**config.mk**
```make
export PLATFORM = sky130hd
export DESIGN_NAME = mem_load_unit_flat
export DESIGN_NICKNAME = d
export VERILOG_FILES = /design/src/rtl/mem_load_unit_pkg.sv /design/src/rtl/mem_load_unit_if.sv /design/src/rtl/mem_load_unit_extract.sv /design/src/rtl/mem_load_unit.sv /design/src/flat_wrapper.sv
export SDC_FILE = /design/constraint.sdc
export NUM_CORES = 1
export LEC_CHECK = 0
export ABC_AREA = 1
export BUFFER_PORTS_ARGS = -buffer_cell sky130_fd_sc_hd__buf_4
export CORE_AREA = 2 2 85 87
export CTS_CLUSTER_SIZE = 24
export DETAILED_ROUTE_END_ITERATION = 10
export DIE_AREA = 0 0 87 89
export GPL_TIMING_DRIVEN = 0
export PLACE_DENSITY = 0.92
export SLEW_MARGIN = 20
export SYNTH_ARGS = -nofsm -noshare
export SYNTH_HDL_FRONTEND = slang
export SYNTH_HIERARCHICAL = 1
export SYNTH_SLANG_ARGS = --single-unit
```
**constraint.sdc**
```tcl
create_clock -name clk -period 4.17 [get_ports clk]
set_input_delay 0.417 -clock clk [delete_from_list [all_inputs] [get_ports clk]]
set_output_delay 0.417 -clock clk [all_outputs]
set_load 0.05 [all_outputs]
```
**src/rtl/mem_load_unit_pkg.sv**
```systemverilog
// Shared types and encodings for the MEM-stage load path: load type, bus size codes,
// FSM state codes and small decode helpers.
package mem_load_unit_pkg;

  // {ReadMem, sign, size}; size 00=word, 01=half, 10=byte
  typedef struct packed {
    logic       read_mem;
    logic       sign;
    logic [1:0] size;
  } load_type_t;

  localparam logic [1:0] LOADTYPE_LW = 2'b00;
  localparam logic [1:0] LOADTYPE_LH = 2'b01;
  localparam logic [1:0] LOADTYPE_LB = 2'b10;

  localparam logic [1:0] DSIZE_BYTE = 2'd0;
  localparam logic [1:0] DSIZE_HALF = 2'd1;
  localparam logic [1:0] DSIZE_WORD = 2'd2;

  typedef logic [2:0] load_state_t;

  localparam load_state_t LD_IDLE  = 3'd0;
  localparam load_state_t LD_REQ   = 3'd1;
  localparam load_state_t LD_WAIT  = 3'd2;
  localparam load_state_t LD_DONE  = 3'd3;
  localparam load_state_t LD_DRAIN = 3'd4;

  function automatic logic [1:0] to_data_size(logic [1:0] size);
    case (size)
      LOADTYPE_LH: to_data_size = DSIZE_HALF;
      LOADTYPE_LB: to_data_size = DSIZE_BYTE;
      default:     to_data_size = DSIZE_WORD;
    endcase
  endfunction

  function automatic logic is_misaligned(logic [1:0] size, logic [1:0] addr_lo);
    is_misaligned = ((size == LOADTYPE_LW) && (addr_lo != 2'b00)) ||
                    ((size == LOADTYPE_LH) && addr_lo[0]);
  endfunction

endpackage

```
**src/rtl/mem_load_unit_if.sv**
```systemverilog
// SRAM-like data bus, read side. The load unit is the master; memory is the slave.
interface mem_load_unit_if;
  logic        data_req;
  logic        data_wr;
  logic [1:0]  data_size;
  logic [31:0] data_addr;
  logic        data_addr_ok;
  logic        data_data_ok;
  logic [31:0] data_rdata;

  modport master (
    output data_req, data_wr, data_size, data_addr,
    input  data_addr_ok, data_data_ok, data_rdata
  );

  modport slave (
    input  data_req, data_wr, data_size, data_addr,
    output data_addr_ok, data_data_ok, data_rdata
  );
endinterface

```
**src/rtl/mem_load_unit_extract.sv**
```systemverilog
// Combinational lane select and sign/zero extension of a returned read word.
module load_extract
  import mem_load_unit_pkg::*;
(
  input  logic [31:0] rdata_i,
  input  logic [1:0]  addr_i,
  input  logic [1:0]  size_i,
  input  logic        sign_i,
  output logic [31:0] result_o
);

  logic [7:0]  byte_lane;
  logic [15:0] half_lane;

  always_comb begin
    case (addr_i)
      2'd0:    byte_lane = rdata_i[7:0];
      2'd1:    byte_lane = rdata_i[15:8];
      2'd2:    byte_lane = rdata_i[23:16];
      default: byte_lane = rdata_i[31:24];
    endcase
    half_lane = addr_i[1] ? rdata_i[31:16] : rdata_i[15:0];

    case (size_i)
      LOADTYPE_LB: result_o = {{24{sign_i & byte_lane[7]}}, byte_lane};
      LOADTYPE_LH: result_o = {{16{sign_i & half_lane[15]}}, half_lane};
      default:     result_o = rdata_i;
    endcase
  end

endmodule

```
**src/rtl/mem_load_unit.sv**
```systemverilog
// MEM-stage load unit: issues reads on the data bus, stalls until the response returns,
// then registers the aligned, extended result. Flushed loads are drained, never reported.
module mem_load_unit
  import mem_load_unit_pkg::*;
#(
  parameter bit WORD_ACCESS = 1'b0
) (
  input  logic                   clk,
  input  logic                   rst,
  input  logic                   MEM_Valid,
  input  logic                   MEM_Flush,
  input  logic [31:0]            MEM_ALUOut,
  input  load_type_t             MEM_LoadType,
  output logic                   MEM_Stall,
  output logic                   MEM_LoadDone,
  output logic [31:0]            MEM_DMOut,
  mem_load_unit_if.master        bus
);

  load_state_t state_q, state_d;
  logic        kill_q, kill_d;
  logic [31:0] addr_q, addr_d;
  logic [1:0]  size_q, size_d;
  logic        sign_q, sign_d;
  logic [31:0] dmout_q, dmout_d;

  logic        misaligned;
  logic        start;
  logic [31:0] extracted;

  load_extract u_extract (
    .rdata_i  (bus.data_rdata),
    .addr_i   (addr_q[1:0]),
    .size_i   (size_q),
    .sign_i   (sign_q),
    .result_o (extracted)
  );

  assign misaligned = is_misaligned(MEM_LoadType.size, MEM_ALUOut[1:0]);
  assign start      = MEM_Valid & MEM_LoadType.read_mem & ~misaligned & ~MEM_Flush &
                      (state_q == LD_IDLE);

  always_comb begin
    state_d = state_q;
    kill_d  = kill_q;
    addr_d  = addr_q;
    size_d  = size_q;
    sign_d  = sign_q;
    dmout_d = dmout_q;

    case (state_q)
      LD_IDLE: begin
        if (start) begin
          state_d = LD_REQ;
          kill_d  = 1'b0;
          addr_d  = MEM_ALUOut;
          size_d  = MEM_LoadType.size;
          sign_d  = MEM_LoadType.sign;
        end
      end
      LD_REQ: begin
        // The request cannot be withdrawn; a flush only marks it for discard.
        kill_d = kill_q | MEM_Flush;
        if (bus.data_addr_ok) begin
          state_d = (kill_q | MEM_Flush) ? LD_DRAIN : LD_WAIT;
        end
      end
      LD_WAIT: begin
        if (bus.data_data_ok) begin
          state_d = LD_IDLE;
          kill_d  = 1'b0;
          if (!(kill_q | MEM_Flush)) begin
            state_d = LD_DONE;
            dmout_d = extracted;
          end
        end else if (MEM_Flush) begin
          state_d = LD_DRAIN;
        end
      end
      LD_DRAIN: begin
        if (bus.data_data_ok) begin
          state_d = LD_IDLE;
          kill_d  = 1'b0;
        end
      end
      LD_DONE: state_d = LD_IDLE;
      default: state_d = LD_IDLE;
    endcase
  end

  always_ff @(posedge clk) begin
    if (rst) begin
      state_q <= LD_IDLE;
      kill_q  <= 1'b0;
      addr_q  <= '0;
      size_q  <= '0;
      sign_q  <= 1'b0;
      dmout_q <= '0;
    end else begin
      state_q <= state_d;
      kill_q  <= kill_d;
      addr_q  <= addr_d;
      size_q  <= size_d;
      sign_q  <= sign_d;
      dmout_q <= dmout_d;
    end
  end

  assign bus.data_req  = (state_q == LD_REQ);
  assign bus.data_wr   = 1'b0;
  assign bus.data_addr = WORD_ACCESS ? {addr_q[31:2], 2'b00} : addr_q;
  assign bus.data_size = WORD_ACCESS ? DSIZE_WORD : to_data_size(size_q);

  assign MEM_Stall    = (state_q == LD_REQ) | (state_q == LD_WAIT) | (state_q == LD_DRAIN) |
                        start;
  assign MEM_LoadDone = (state_q == LD_DONE);
  assign MEM_DMOut    = dmout_q;

endmodule

```
**src/flat_wrapper.sv**
```systemverilog
// flat-port wrapper written by rule: the top's interface ports become plain ports
module mem_load_unit_flat import mem_load_unit_pkg::*;
#(
  parameter bit WORD_ACCESS = 1'b0
)
  (clk, rst, MEM_Valid, MEM_Flush, MEM_ALUOut, MEM_LoadType, MEM_Stall, MEM_LoadDone, MEM_DMOut, bus_data_req, bus_data_wr, bus_data_size, bus_data_addr, bus_data_addr_ok, bus_data_data_ok, bus_data_rdata);
  mem_load_unit_if bus_i ();
  input  logic clk;
  input  logic rst;
  input  logic MEM_Valid;
  input  logic MEM_Flush;
  input  logic [31:0] MEM_ALUOut;
  input  load_type_t MEM_LoadType;
  output logic MEM_Stall;
  output logic MEM_LoadDone;
  output logic [31:0] MEM_DMOut;
  output wire logic [$bits(bus_i.data_req)-1:0] bus_data_req;
  output wire logic [$bits(bus_i.data_wr)-1:0] bus_data_wr;
  output wire logic [$bits(bus_i.data_size)-1:0] bus_data_size;
  output wire logic [$bits(bus_i.data_addr)-1:0] bus_data_addr;
  input wire logic [$bits(bus_i.data_addr_ok)-1:0] bus_data_addr_ok;
  input wire logic [$bits(bus_i.data_data_ok)-1:0] bus_data_data_ok;
  input wire logic [$bits(bus_i.data_rdata)-1:0] bus_data_rdata;
  assign bus_data_req = bus_i.data_req;
  assign bus_data_wr = bus_i.data_wr;
  assign bus_data_size = bus_i.data_size;
  assign bus_data_addr = bus_i.data_addr;
  assign bus_i.data_addr_ok = bus_data_addr_ok;
  assign bus_i.data_data_ok = bus_data_data_ok;
  assign bus_i.data_rdata = bus_data_rdata;
  mem_load_unit #(.WORD_ACCESS(WORD_ACCESS)) u_core (.clk(clk), .rst(rst), .MEM_Valid(MEM_Valid), .MEM_Flush(MEM_Flush), .MEM_ALUOut(MEM_ALUOut), .MEM_LoadType(MEM_LoadType), .MEM_Stall(MEM_Stall), .MEM_LoadDone(MEM_LoadDone), .MEM_DMOut(MEM_DMOut), .bus(bus_i));
endmodule
```
==> results of run 1 <==
cell type report:
type                       count  area share (%)
buffer                        30            3.59
clock inverter                 5            2.13
inverter                      66            5.08
multi-input combinational    351            33.0
tap                           80            2.05
timing repair buffer         142            21.9
sequential                    71            29.2
clock buffer                  11            3.11
flip-flops by register name, indices dropped and copies added (netlist names):
| signal | cells |
|---|---|
| u_core/MEM_DMOut | 32 |
| u_core/bus.data_addr | 32 |
| u_core/kill_q | 1 |
| u_core/sign_q | 1 |
| u_core/size_q | 2 |
| u_core/state_q | 3 |
cells by family after synthesis:
family | after synthesis | synth area share, %
compound gates | 142 | 21.1
simple gates | 205 | 24.3
buf+inv | 96 | 12.3
fa+ha+maj | 3 | 1.09
flops | 71 | 41.2
other cells | 1 | 0.109
through the flow:
stage | instances | cell area, sq um
finish | 756 | 4870
global route | 756 | 4870
CTS | 756 | 4870
detailed placement | 740 | 4620
global placement | 740 | 4620
floorplan | 518 | 3450
power breakdown:
part | total [mW] | internal [mW] | leakage [nW] | switching [mW]
Combinational | 0.351 | 0.132 | 1.65 | 0.220
Clock | 0.694 | 0.430 | 0.130 | 0.263
Sequential | 0.716 | 0.700 | 0.575 | 0.0159
path summary, 6_finish.rpt:
| check | slack, ns | startpoint | cells past startpoint | endpoint |
|---|---|---|---|---|
| hold / removal | 0.27 | rst | 2 | u_core/state_q[0] |
| setup reg to reg | 2.20 | u_core/size_q[0] | 9 | u_core/MEM_DMOut[12] |
| setup / recovery | 2.20 | u_core/size_q[0] | 9 | u_core/MEM_DMOut[12] |
| hold reg to reg | 0.45 | u_core/bus.data_addr[26] | 2 | u_core/bus.data_addr[26] |
cell usage after synthesis, types with 3 or more instances:
library cell,n
sky130_fd_sc_hd__nand3_1,9
sky130_fd_sc_hd__clkbuf_1,8
sky130_fd_sc_hd__inv_1,60
sky130_fd_sc_hd__dfxtp_1,71
sky130_fd_sc_hd__nor2_1,85
sky130_fd_sc_hd__o21ai_0,66
sky130_fd_sc_hd__ha_1,3
sky130_fd_sc_hd__buf_4,3
sky130_fd_sc_hd__o21ai_1,15
sky130_fd_sc_hd__a21oi_1,56
sky130_fd_sc_hd__buf_2,11
sky130_fd_sc_hd__inv_2,5
sky130_fd_sc_hd__nand2_1,101
sky130_fd_sc_hd__clkbuf_2,3
sky130_fd_sc_hd__buf_6,3
per-layer routing:
| metal | global-route usage (%) | wire length [microns] | vias to the layer above |
|---|---|---|---|
| met1 | 29.4 | 3960 | 1821 |
| met3 | 7.94 | 1050 | 26 |
| met2 | 49.3 | 5240 | 191 |
| met4 | 12.9 | 267 | 0 |
| li1 | - | - | 1942 |
| met5 | 0 | 0 | - |
==> results.toml, run 1 <==
[pwr]
finalPower_mw = 1.76
power_per_cell_area_nw_per_um2 = 361
p_leak_nw = 2.36
power.ir.vdd_worst_uv = 275

[layout]
layout.cells.most_common = "sky130_fd_sc_hd__buf_4"
diodes = 0
multiInputGateArea_sq_um = 1610
fillers = 542
flow.area_growth_from_synthesis_pct = 41.2
design.final.nets = 748
layout.cells.most_common_list = "sky130_fd_sc_hd__buf_4, sky130_fd_sc_hd__nand2_1, sky130_fd_sc_hd__nor2_1"
final_util_pct = 72.5
sequential_standard_cell_area_sq_um = 1420
fraction_of_final_layout_cells_sized_beyond_drive_strength_1_pct = 28.7

[clock_tree]
clock_tree.buffer_depth = 2
cts_root_buf = "sky130_fd_sc_hd__clkbuf_8"
post-cts-setup-buffer-count = 0
htree_num_levels = 3
clock-sinks = 71
cts_tree = "built"
worstSkewPairLatency_ns = 0.34
cts.repair.resized = 0
clk_pin_slew_ns = 0.08
cts-buffers-inserted = 9
holdBufCountCts = 0

[route]
detailed_routing_iteration_count_for_the_pre_antenna_repair_pass = 5
via_count = 3980
route.detailed.vias_per_inst = 5.26
drtIter0Drc = 244
avgRoutedWirePerCell_microns = 13.9
wirelength_routed_microns = 10500
drc_errors_left = 0
drtAntennaViolNets = 0

[synth]
synth_top_area_cell = "sky130_fd_sc_hd__dfxtp_1"
yosysSeqAreaShare_pct = 41.2
synth_largest_type_area_fraction_pct = 41.2
synth_fp_nets = 595
ys.warnings.count = 6
synth_async_sr_flop_share_pct = 0
cell_count_after_synthesis = 518
yosysUniqueCellTypes = 30
synthesis_stage_register_bit_count = 71
postSynthAreaPerCell_sq_um = 6.66
synthFlopType = "sky130_fd_sc_hd__dfxtp_1"
synth_edf_count = 0
netlist_top_cells_area = "sky130_fd_sc_hd__dfxtp_1, sky130_fd_sc_hd__nand2_1, sky130_fd_sc_hd__o21ai_0, sky130_fd_sc_hd__nor2_1, sky130_fd_sc_hd__a21oi_1"
syn-cell-area_sq_um = 3450

[sta]
setup_viol = 0
total_count_of_hold_check_failures_in_the_final_report = 0
fin_setup_tns_ns = 0
maxSlewViolCount = 0
min_period_over_period_pct = 47.2
finalClockSkew_ns = 0.00498
max_freq_mhz = 508
period_needed_ns = 1.97
worst_slack_ns = 2.20
final_hold_slack_ns = 0.269
unrepaired_setup_endpoints_after_global_routing = "no"

[critical_path]
cp.arrival_ns = 2.20
cp_top_family = "buffers and inverters"
series_of_cell_instances_along_the_critical_path = "inv_1 -> ha_1 -> buf_4 -> clkinv_1 -> clkbuf_1 -> nor2_1 -> a21oi_1 -> o21ai_0 -> nor2_1"
critical_path.max_stage_delay_ns = 0.38
critical_path.endpoint_type = "flop"
setup.worst_path.start_class = "flop"
critical_path_required_ns = 4.40
cp_common_cell = "sky130_fd_sc_hd__nor2_1"
timing.critical_path.buf_inv = 4
cp_max_fo = 10
crit_slowest_cell = "sky130_fd_sc_hd__dfxtp_1"
worst-setup-path-type = "reg -> reg"

[flow_run]
max-cap-violations = 0

[global_routing]
initial_antenna_violation_count = 0
grt_pass1_wl_microns = 16600
grt_overflow = 0
grt_max_degree = 13
first_global_vias = 3826
grt_usage_pct = 27.3

[worst_hold_path]
worst_hold_class = "in -> reg"

[floorplanning]
starting_density_of_the_core_pct = 51.4
design.die.area_sq_um = 7740
core-area_sq_um = 6720
rows = 30
io_pins = 144
chipHeight_microns = 89
die_width_microns = 87

[placement]
routabilityCongestion = 0.879
detailed_place_hpwl_microns = 8190
detailedPlace.worstSlack_ns = 2.27
io_buffer_count = 142

[run_status]
run_status = "finished clean"
(Power assumes the default switching activity.)
==> run 2, diff against run 1 <==
Settings changed: CORE_AREA 2 2 85 87 to 2 2 88 90, DIE_AREA 0 0 87 89 to 0 0 90 92, PLACE_DENSITY 0.92 to 0.87.
Clock period 4.17 ns to 1.85 ns, I/O delays scaled along.
==> run 2 against run 1 <==
Against the previous run:
- final area shrank 0.64%
- clock-buffer cell count is the same
- total power grew 100%
- wire length shrank 4.9%
- largest cell class unchanged
- largest power group unchanged
==> results.toml, run 2 (same netlist as run 1, synthesis figures left out) <==
[flow_run]
max-cap-violations = 0

[clock_tree]
clock_tree.buffer_depth = 2
cts_root_buf = "sky130_fd_sc_hd__clkbuf_8"
htree_num_levels = 3
worstSkewPairLatency_ns = 0.35
cts-buffers-inserted = 9
clock-sinks = 71
holdBufCountCts = 0
clk_pin_slew_ns = 0.08
cts_tree = "built"

[floorplanning]
chipHeight_microns = 92
design.die.area_sq_um = 8280
starting_density_of_the_core_pct = 46.4
core-area_sq_um = 7450
rows = 32
die_width_microns = 90
io_pins = 144

[critical_path]
cp_max_fo = 8
r2r_setup_slack_ns = 0.14
critical_path.endpoint_type = "output port"
critical_path.max_stage_delay_ns = 0.38
crit_slowest_cell = "sky130_fd_sc_hd__dfxtp_1"
timing.critical_path.buf_inv = 1
cp.arrival_ns = 1.54
worst-setup-path-type = "reg -> out"
cp_top_family = "simple AND/OR/NAND/NOR gates"
setup.worst_path.start_class = "flop"
critical_path_required_ns = 1.66
series_of_cell_instances_along_the_critical_path = "nor3_4 -> nand3_4 -> nand2_1 -> buf_4"

[global_routing]
grt_overflow = 0
grt_max_degree = 13
grt_pass1_wl_microns = 16500
grt_usage_pct = 24.6
first_global_vias = 3718
initial_antenna_violation_count = 0

[pwr]
power_per_cell_area_nw_per_um2 = 734
p_leak_nw = 2.33
power.ir.vdd_worst_uv = 528

[route]
avgRoutedWirePerCell_microns = 12.9
route.detailed.vias_per_inst = 4.93
drtAntennaViolNets = 0
via_count = 3837
drc_errors_left = 0
drtIter0Drc = 192
detailed_routing_iteration_count_for_the_pre_antenna_repair_pass = 5
wirelength_routed_microns = 10000

[sta]
worst_slack_ns = 0.120
max_freq_mhz = 578
min_period_over_period_pct = 93.5
setup_viol = 0
unrepaired_setup_endpoints_after_global_routing = "no"
period_needed_ns = 1.73
final_hold_slack_ns = 0.0274
finalClockSkew_ns = 0.00615
maxSlewViolCount = 0
total_count_of_hold_check_failures_in_the_final_report = 0

[layout]
layout.cells.most_common = "sky130_fd_sc_hd__buf_4"
diodes = 0
design.final.nets = 748
fraction_of_final_layout_cells_sized_beyond_drive_strength_1_pct = 29.4
layout.cells.most_common_list = "sky130_fd_sc_hd__buf_4, sky130_fd_sc_hd__nand2_1, sky130_fd_sc_hd__nor2_1"
final_util_pct = 65.0
stdcell_count = 778
flow.area_growth_from_synthesis_pct = 40.3

[run_status]
run_status = "finished clean"

[placement]
placed_cells = 762
routabilityCongestion = 0.893
detailedPlace.worstSlack_ns = -0.0806
detailed_place_hpwl_microns = 7890
io_buffer_count = 142

[worst_hold_path]
worst_hold_class = "in -> reg"
run 2: what timing repair did:
item                       in CTS  in global routing
gates resized for setup         3                  7
setup buffers                   0                  0
setup endpoints to repair      10                 14
run 2: stage by stage:
step	power [mW]	area, sq um	setup TNS (ns)
global route	3.72	4840	0
global placement	2.41	4650	-0.0616
CTS	3.57	4830	0
detailed placement	2.43	4650	-0.344
finish	3.55	4840	0
floorplan	2.13	3450	0
run 2: final cells by class:
type,count,area [sq um]
Fill cell,737,2610
Multi-Input combinational cell,351,1620
Sequential cell,71,1420
Timing Repair Buffer,142,1070
Inverter,66,249
Buffer,30,178
Clock buffer,11,151
Tap cell,102,128
Clock inverter,5,32.5
run 2: final timing paths:
kind,from,end,cells past startpoint
min,rst,u_core/state_q[1],2
max reg2reg,u_core/size_q[0],u_core/MEM_DMOut[10],9
max,u_core/state_q[2],MEM_Stall,4
min reg2reg,u_core/bus.data_addr[26],u_core/bus.data_addr[26],2
run 2: layer usage:
| metal | GRT usage (%) | vias up | part of all wire (%) |
|---|---|---|---|
| met4 | 11.2 | 0 | 3.1 |
| met1 | 26.9 | 1680 | 39 |
| met3 | 7.31 | 30 | 9.7 |
| li1 | - | 1944 | - |
| met2 | 43.9 | 183 | 48 |
| met5 | 0 | - | 0 |
run 2: power breakdown:
group | internal, mW | switching, mW
clock | 0.554 | 0.596
combinational | 0.300 | 0.490
sequential | 1.58 | 0.0354
